--- src/rtl/strobe_sequencer_pkg.sv ---
// Shared encodings for the strobe sequencer: FSM states, device codes, decoder block indices.
// Latency: n/a (types and constants only).
// Backpressure: n/a.
package strobe_sequencer_pkg;

    typedef enum logic [1:0] {
        IDLE   = 2'd0,
        SETUP  = 2'd1,
        STROBE = 2'd2,
        HOLD   = 2'd3
    } state_t;

    localparam logic [1:0] DEV0 = 2'd0;
    localparam logic [1:0] DEV1 = 2'd1;
    localparam logic [1:0] DEV2 = 2'd2;
    localparam logic [1:0] DEV3 = 2'd3;

    // Decoder block 0 produces read strobes, block 1 produces write strobes
    localparam int RD_BLK = 0;
    localparam int WR_BLK = 1;

    // A programmed wait of zero still yields a one-cycle strobe
    function automatic int clamp_wait(input int w);
        return (w < 1) ? 1 : w;
    endfunction

endpackage

--- src/rtl/strobe_wait_counter.sv ---
// Loadable down-counter that times the strobe phase; flags terminal count of 1.
// Latency: load/decrement take effect on the next rising edge; tc is a decode of the register.
// Backpressure: none; the owning FSM decides when to load and decrement.
module strobe_wait_counter #(
    parameter int WAIT_WIDTH = 3
) (
    input  logic                  Clk,
    input  logic                  Clear_bar,
    input  logic                  i_load,
    input  logic [WAIT_WIDTH-1:0] i_load_val,
    input  logic                  i_dec,
    output logic                  o_tc
);

    logic [WAIT_WIDTH-1:0] r_cnt;

    // Load has priority over decrement; never wrap below zero
    always_ff @(posedge Clk or negedge Clear_bar) begin
        if (!Clear_bar) begin
            r_cnt <= '0;
        end else if (i_load) begin
            r_cnt <= i_load_val;
        end else if (i_dec && (r_cnt != '0)) begin
            r_cnt <= r_cnt - 1'b1;
        end
    end

    assign o_tc = (r_cnt == WAIT_WIDTH'(1));

endmodule

--- src/rtl/strobe_sequencer.sv ---
// Sequences one decoder access: select setup, programmable-length active-low strobe, hold.
// Latency: Done rises N+1 cycles after the accepting edge (N = per-device wait, min 1).
// Backpressure: Busy=1 in SETUP/STROBE; Req is ignored then and must be held until Busy=0.
module strobe_sequencer
    import strobe_sequencer_pkg::*;
#(
    parameter int WAIT_WIDTH = 3,
    parameter int WAIT0      = 1,
    parameter int WAIT1      = 1,
    parameter int WAIT2      = 2,
    parameter int WAIT3      = 3
) (
    input  logic       Clk,
    input  logic       Clear_bar,
    input  logic       Req,
    input  logic [1:0] Dev,
    input  logic       Write,
    output logic       Busy,
    output logic       Done,
    output logic [1:0] Enable_bar,
    output logic [3:0] A_2D
);

    localparam logic [WAIT_WIDTH-1:0] LW0 = WAIT_WIDTH'(clamp_wait(WAIT0));
    localparam logic [WAIT_WIDTH-1:0] LW1 = WAIT_WIDTH'(clamp_wait(WAIT1));
    localparam logic [WAIT_WIDTH-1:0] LW2 = WAIT_WIDTH'(clamp_wait(WAIT2));
    localparam logic [WAIT_WIDTH-1:0] LW3 = WAIT_WIDTH'(clamp_wait(WAIT3));

    state_t                r_state;
    state_t                w_next_state;
    logic [1:0]            r_dev;
    logic                  r_write;
    logic                  w_accept;
    logic                  w_tc;
    logic [WAIT_WIDTH-1:0] w_wait_val;
    logic [1:0]            w_dev_nxt;
    logic                  w_write_nxt;
    logic [3:0]            w_a2d_nxt;
    logic [1:0]            w_en_nxt;
    logic                  w_busy_nxt;
    logic                  w_done_nxt;

    // A request is only looked at when Busy is low (IDLE or HOLD)
    assign w_accept = ((r_state == IDLE) || (r_state == HOLD)) && Req;

    // Wait count for the latched device
    always_comb begin
        w_wait_val = LW0;
        case (r_dev)
            DEV0:    w_wait_val = LW0;
            DEV1:    w_wait_val = LW1;
            DEV2:    w_wait_val = LW2;
            DEV3:    w_wait_val = LW3;
            default: w_wait_val = LW0;
        endcase
    end

    strobe_wait_counter #(
        .WAIT_WIDTH (WAIT_WIDTH)
    ) u_wait_cnt (
        .Clk        (Clk),
        .Clear_bar  (Clear_bar),
        .i_load     (r_state == SETUP),
        .i_load_val (w_wait_val),
        .i_dec      (r_state == STROBE),
        .o_tc       (w_tc)
    );

    // State register
    always_ff @(posedge Clk or negedge Clear_bar) begin
        if (!Clear_bar) begin
            r_state <= IDLE;
        end else begin
            r_state <= w_next_state;
        end
    end

    // Next-state logic
    always_comb begin
        w_next_state = r_state;
        case (r_state)
            IDLE:    w_next_state = w_accept ? SETUP : IDLE;
            SETUP:   w_next_state = STROBE;
            STROBE:  w_next_state = w_tc ? HOLD : STROBE;
            HOLD:    w_next_state = w_accept ? SETUP : IDLE;
            default: w_next_state = IDLE;
        endcase
    end

    // Next output values, derived from the state being entered so outputs can be registered
    always_comb begin
        w_dev_nxt   = w_accept ? Dev   : r_dev;
        w_write_nxt = w_accept ? Write : r_write;
        w_a2d_nxt   = (w_next_state == SETUP) ? {w_dev_nxt, w_dev_nxt} : A_2D;
        w_en_nxt    = 2'b11;
        if (w_next_state == STROBE) begin
            w_en_nxt = r_write ? 2'b01 : 2'b10;
        end
        w_busy_nxt  = (w_next_state == SETUP) || (w_next_state == STROBE);
        w_done_nxt  = (w_next_state == HOLD);
    end

    // Request latch and output registers
    always_ff @(posedge Clk or negedge Clear_bar) begin
        if (!Clear_bar) begin
            r_dev      <= 2'b00;
            r_write    <= 1'b0;
            A_2D       <= 4'b0000;
            Enable_bar <= 2'b11;
            Busy       <= 1'b0;
            Done       <= 1'b0;
        end else begin
            r_dev      <= w_dev_nxt;
            r_write    <= w_write_nxt;
            A_2D       <= w_a2d_nxt;
            Enable_bar <= w_en_nxt;
            Busy       <= w_busy_nxt;
            Done       <= w_done_nxt;
        end
    end

endmodule
--- config.mk ---
export PLATFORM = sky130hd
export DESIGN_NAME = strobe_sequencer
export DESIGN_NICKNAME = d
export VERILOG_FILES = /design/src/rtl/strobe_sequencer_pkg.sv /design/src/rtl/strobe_wait_counter.sv /design/src/rtl/strobe_sequencer.sv
export SDC_FILE = /design/constraint.sdc
export NUM_CORES = 1
export LEC_CHECK = 0
export BUFFER_PORTS_ARGS = -buffer_cell sky130_fd_sc_hd__clkbuf_2
export CORE_MARGIN = 2
export CORE_UTILIZATION = 50
export DETAILED_ROUTE_END_ITERATION = 8
export GPL_TIMING_DRIVEN = 0
export PLACE_DENSITY = 0.7
export RECOVER_POWER = 50
export SLEW_MARGIN = 20
export SYNTH_ARGS = -nofsm -noshare
export SYNTH_HDL_FRONTEND = slang
export SYNTH_SLANG_ARGS = --single-unit
--- constraint.sdc ---
create_clock -name Clk -period 2.14 [get_ports Clk]
set_clock_uncertainty 0.05 [all_clocks]
set_input_delay 0.214 -clock Clk [delete_from_list [all_inputs] [get_ports Clk]]
set_output_delay 0.214 -clock Clk [all_outputs]
set_load 0.01 [all_outputs]
=== Word level (Yosys, flattened, before mapping) ===
Cells that the tools add are included.

* Add/sub/neg operators: 1
* Equal/unequal tests: 10
* Multiplexer cells: 9
* Reduce and logical (&&, ||, !) cells: 10

{| class="wikitable"
|+ Operators by type and width
! cell !! count
|-
| $eq 2x2->1 const B || 6
|-
| $pmux 3 s3 || 1
|-
| $eq 2x1->1 const B || 3
|-
| $mux 2 || 3
|-
| $mux 3 || 2
|-
| $pmux 2 s3 || 1
|-
| $logic_not 2->1 || 2
|-
| $reduce_or 2->1 || 2
|-
| $eq 3x1->1 const B || 1
|-
| $reduce_bool 3->1 || 1
|-
| $sub 3x1->3 const B || 1
|-
| $logic_and 1x1->1 || 2
|-
| $logic_or 1x1->1 || 2
|-
| $mux 1 || 2
|-
| $reduce_bool 2->1 || 1
|}

* Bits in registers: 16
* Input port bits: 6
* Word-level logic and storage cells: 38

=== Longest topological paths before layout ===
* Word-level depth: 7
* Gate-level depth with buffers: 6
* Depth with buffers taken out: 6

=== Hierarchy ===
A second synthesis with hierarchy kept.

* Cell total of the unflattened synthesis: 68
* Area, all modules: 715.7 um^2

{| class="wikitable"
|+ Modules (own cells, without submodules)
! module !! times used !! cells an instance !! area an instance (um^2)
|-
| strobe_sequencer || 1 || 44 || 494.2
|-
| strobe_wait_counter || 1 || 24 || 221.5
|}

=== Worst setup path after synthesis ===
Ideal clock, no wire load.

* Path type: reg-to-reg
* Start point: register r_state[0]
* End point: register A_2D[1]
* Arrival time: 1.442 ns
* Slack: 0.524 ns
* Cell stages (with the launch flop): 7
* Path buffers: 0
* Clock period less this slack: 1.616 ns
* Path through: dfrtp_1 -> inv_1 -> ha_1 -> nand2_2 -> a21oi_1 -> ha_1 -> mux2_2

* Word-level cells in the longest chain between the ends: 6
* Elaborated cells between the ends (all ways): 11
* Those cells by class: eq/ne: 4; mux: 3; reduce/logical: 4

{| class="wikitable"
|+ Ends and longest elaborated chain
! what !! RTL line !! text
|-
| start, declared || strobe_sequencer.sv:29 || <nowiki>state_t r_state;</nowiki>
|-
| start signal, assigned || strobe_sequencer.sv:74 || <nowiki>r_state <= w_next_state;</nowiki>
|-
| $eq 2x2->1 or $logic_not 2->1 (tied branches) || strobe_sequencer.sv:44, strobe_sequencer.sv:81 ||
|-
| $logic_or 1x1->1 || strobe_sequencer.sv:44 || <nowiki>assign w_accept = ((r_state == IDLE) || (r_state == HOLD)) && Req;</nowiki>
|-
| $logic_and 1x1->1 || strobe_sequencer.sv:44 ||
|-
| $mux 1 || strobe_sequencer.sv:82, strobe_sequencer.sv:85 ||
|-
| $pmux 2 s3 || strobe_sequencer.sv:81 || <nowiki>case (r_state)</nowiki>
|-
| $eq 2x1->1 || strobe_sequencer.sv:94 || <nowiki>w_a2d_nxt = (w_next_state == SETUP) ? {w_dev_nxt, w_dev_nxt} : A_2D;</nowiki>
|-
| end signal, assigned || strobe_sequencer.sv:115 || <nowiki>A_2D <= w_a2d_nxt;</nowiki>
|-
| end, declared || strobe_sequencer.sv:21 || <nowiki>output logic [3:0] A_2D</nowiki>
|}

Parallel ways exist; a longest one is shown, timed or not.
A chain may end at the register's enable or synchronous reset.

=== Final worst setup path ===
* Start point: register r_state[0]
* End point: register A_2D[2]

Same word-level chain as after synthesis.

==> impl_metrics.py <==
metrics = {
    "routing": {
        "drt-initial-drc-count": 4,
        "avgRoutedWirePerCell_um": 11.6,
        "drc": 0,
        "totalWireLength_mm": 1.03,
        "num_vias": 445,
        "first_pass_iters": 3,
        "viasPerCell": 5.00,
        "final_antenna_net_count": 0,
    },
    "placement": {
        "port-buffer-count": 13,
        "dp_hpwl_um": 778,
        "place_congestion": 0.714,
    },
    "final_layout": {
        "area_growth_pct": 18.8,
        "nets": 87,
        "antenna_cells": 0,
        "drive_gt1_share_pct": 32.4,
    },
    "setup_path": {
        "ff2ff_path_depth": 6,
        "worstPathMaxFanout": 6,
        "end_kind": "flip-flop",
        "criticalPathCategory": "flip-flop to flip-flop",
        "cp_data_required_time_ns": 2.26,
        "rrSetupSlack_ns": 0.39,
        "critPathLaunchType": "flip-flop",
        "r2r_end": "A_2D[2]",
        "cp_data_arrival_time_ns": 1.87,
        "crit-reg2reg-launch": "r_state[0]",
    },
    "global_routing": {
        "gr-total-overflow": 0,
        "grt_pass1_wl_mm": 1.62,
        "grt_max_degree": 15,
        "grtUsageTotal_pct": 15.9,
        "grt_pass1_vias": 404,
        "antenna_found_initial": 0,
    },
    "clocking": {
        "clock_sinks": 14,
        "cts_buffers": 3,
        "cts_tree": "done",
        "cts_root_buf": "clkbuf_4",
        "cts_buffer_depth": 2,
        "h-tree-depth": 1,
        "clk_pin_slew_ns": 0.08,
        "clkLatencyLatePin_ns": 0.28,
    },
    "synth": {
        "synth.distinct_cells": 21,
        "ys_seq_area_share_pct": 53.1,
        "synthCells": 56,
        "ys_ff_latch": 14,
        "synth_nets": 68,
        "synth.avg_cell_area_sq_um": 11.9,
        "synth_area_sq_um": 664,
        "yosysWarnings": 0,
    },
    "power": {
        "p_leak_nw": 0.408,
        "p_int_uw": 801,
        "pwr-share-clk_pct": 14.9,
        "irDropWorstVdd_mv": 0.715,
        "swShare_pct": 36.2,
        "pwr-share-seq_pct": 37.6,
        "power_density_nw_per_um2": 1590,
        "power_mw": 1.26,
        "switchingPower_uw": 455,
        "pwr-share-comb_pct": 47.5,
    },
    "min_path": {
        "holdPathEnd": "r_write",
        "holdCritStartpoint": "Write",
        "hp-class": "primary input to flip-flop",
        "whs_path_depth": 2,
    },
    "run": {
        "timing.max_cap.violations": 0,
    },
    "floorplanning": {
        "core_sq_um": 1270,
        "die_w_um": 40.5,
        "io_pins": 14,
        "start_util_pct": 52.4,
        "die-area_sq_um": 1640,
        "rows": 13,
        "die_h_um": 40.5,
    },
    "run_status": {
        "status": "completed",
    },
    "sta": {
        "worst_pin_slew_ns": 0.723,
        "finalCriticalPeriod_ns": 1.75,
        "rsz0062_at_grt": "false",
        "timing.final.crit_share_pct": 81.9,
        "setup_violations": 0,
        "hold_viol": 0,
        "slew_viol_final": 0,
        "setup_tns_ns": 0,
        "fmax_ghz": 0.571,
        "relSlewSlack_pct": 51.8,
    },
}
==> state kept, by name, indices dropped and copies added (netlist names) <==
name / cells
u_wait_cnt.r_cnt: 3
A_2D: 2
Enable_bar: 2
r_dev: 2
r_state: 2
Busy: 1
Done: 1
r_write: 1
==> cells in the mapped netlist (all sizes together) <==
cell    count  share of area (%)
a211oi      1                1.1
and4b       1                1.5
dfstp       2                7.9
inv         6                3.4
nor3        1               0.75
nand2       5                3.2
a21boi      1                1.1
buf         3                3.0
nand3b      1                1.1
mux2        5                9.6
a21oi       2                1.5
mux2i       1                1.5
nor2        4                2.3
a211o       1                1.3
o311ai      1                1.3
nand2b      3                2.8
dfrtp      12                 45
ha          6                 11
==> critical path, cell delays in order, from the launching register on <==
cell,delay [ns]
dfrtp_1,0.39
inv_1,0.06
ha_1,0.26
nand3b_1,0.17
a21oi_1,0.18
ha_1,0.20
mux2_2,0.34
==> placed cells by master, fill, tap and decap left out, types with 2 or more instances in the layout <==
master	count
ha_1	6
clkbuf_2	9
a21oi_1	2
nor2_1	4
clkbuf_1	4
mux2_4	2
nand2_1	4
mux2_2	3
inv_1	6
dfrtp_1	12
dfstp_2	2
buf_4	2
nand2b_1	3
clkbuf_4	3
==> power groups by stage <==
stage / Combinational (mW) / Clock, mW / Sequential (mW)
floorplan: 0.430 / 0 / 0.489
global placement: 0.603 / 0 / 0.472
detailed placement: 0.613 / 0 / 0.479
CTS: 0.617 / 0.194 / 0.475
global route: 0.675 / 0.208 / 0.488
finish: 0.596 / 0.187 / 0.472
==> per-stage QoR <==
step | utilization [%] | area [sq um] | hold slack [ns] | cells | worst slack (ns)
finish | 62.2 | 790 | 0.114 | 89 | 0.387
detailed placement | 59.0 | 748 | 0.0866 | 84 | 0.368
floorplan | - | 664 | -0.132 | 56 | 0.524
CTS | 62.6 | 795 | 0.110 | 89 | 0.363
global placement | 59.0 | 748 | 0.0824 | 84 | 0.392
global route | 62.2 | 790 | 0.113 | 89 | 0.232
==> worst max path at each step <==
stage	startpoint	to	slack (ns)	cells past startpoint
after global placement	r_state[0]	A_2D[1]	0.39	6
after CTS	r_state[0]	A_2D[2]	0.36	6
after floorplan	r_state[0]	A_2D[1]	0.52	6
after detailed placement	r_state[0]	A_2D[2]	0.37	6
final	r_state[0]	A_2D[2]	0.39	6
after global routing	r_state[0]	A_2D[2]	0.23	6
==> cell type report <==
| class | count | area (sq um) |
|---|---|---|
| Buffer | 3 | 20.0 |
| Clock buffer | 4 | 36.3 |
| Fill cell | 103 | 479 |
| Inverter | 6 | 22.5 |
| Multi-Input combinational cell | 33 | 269 |
| Sequential cell | 14 | 353 |
| Tap cell | 15 | 18.8 |
| Timing Repair Buffer | 14 | 70.1 |
==> per-layer routing <==
metal	up-vias	share of wire [%]	global-route usage (%)	wire, um
met4	0	3.2	12.5	33
met2	12	48	23.4	491
met1	209	44	20.0	452
met5	-	0	0	0
met3	5	5.1	3.33	52
li1	219	-	-	-
==> repair_timing <==
action                                  in CTS  in global routing
hold endpoints to repair                    12                  0
hold buffers                                 1                  0
setup buffers                                0                  0
gates resized for setup                      0                  0
endpoints found under the setup margin       0                  0
==> cell families (layout without fill, tap and decap cells) <==
family                   after synthesis  in the layout  share of synthesized area (%)
AO/OA/AOI/OAI                          6              6                           6.40
adder cells (fa/ha/maj)                6              6                           11.3
buffers and inverters                  9             27                           6.40
flip-flops                            14             14                           53.1
multiplexers                           6              6                           11.1
AND/OR/NAND/NOR                       15             15                           11.7
No activity file was read; power rests on OpenSTA's default activity.
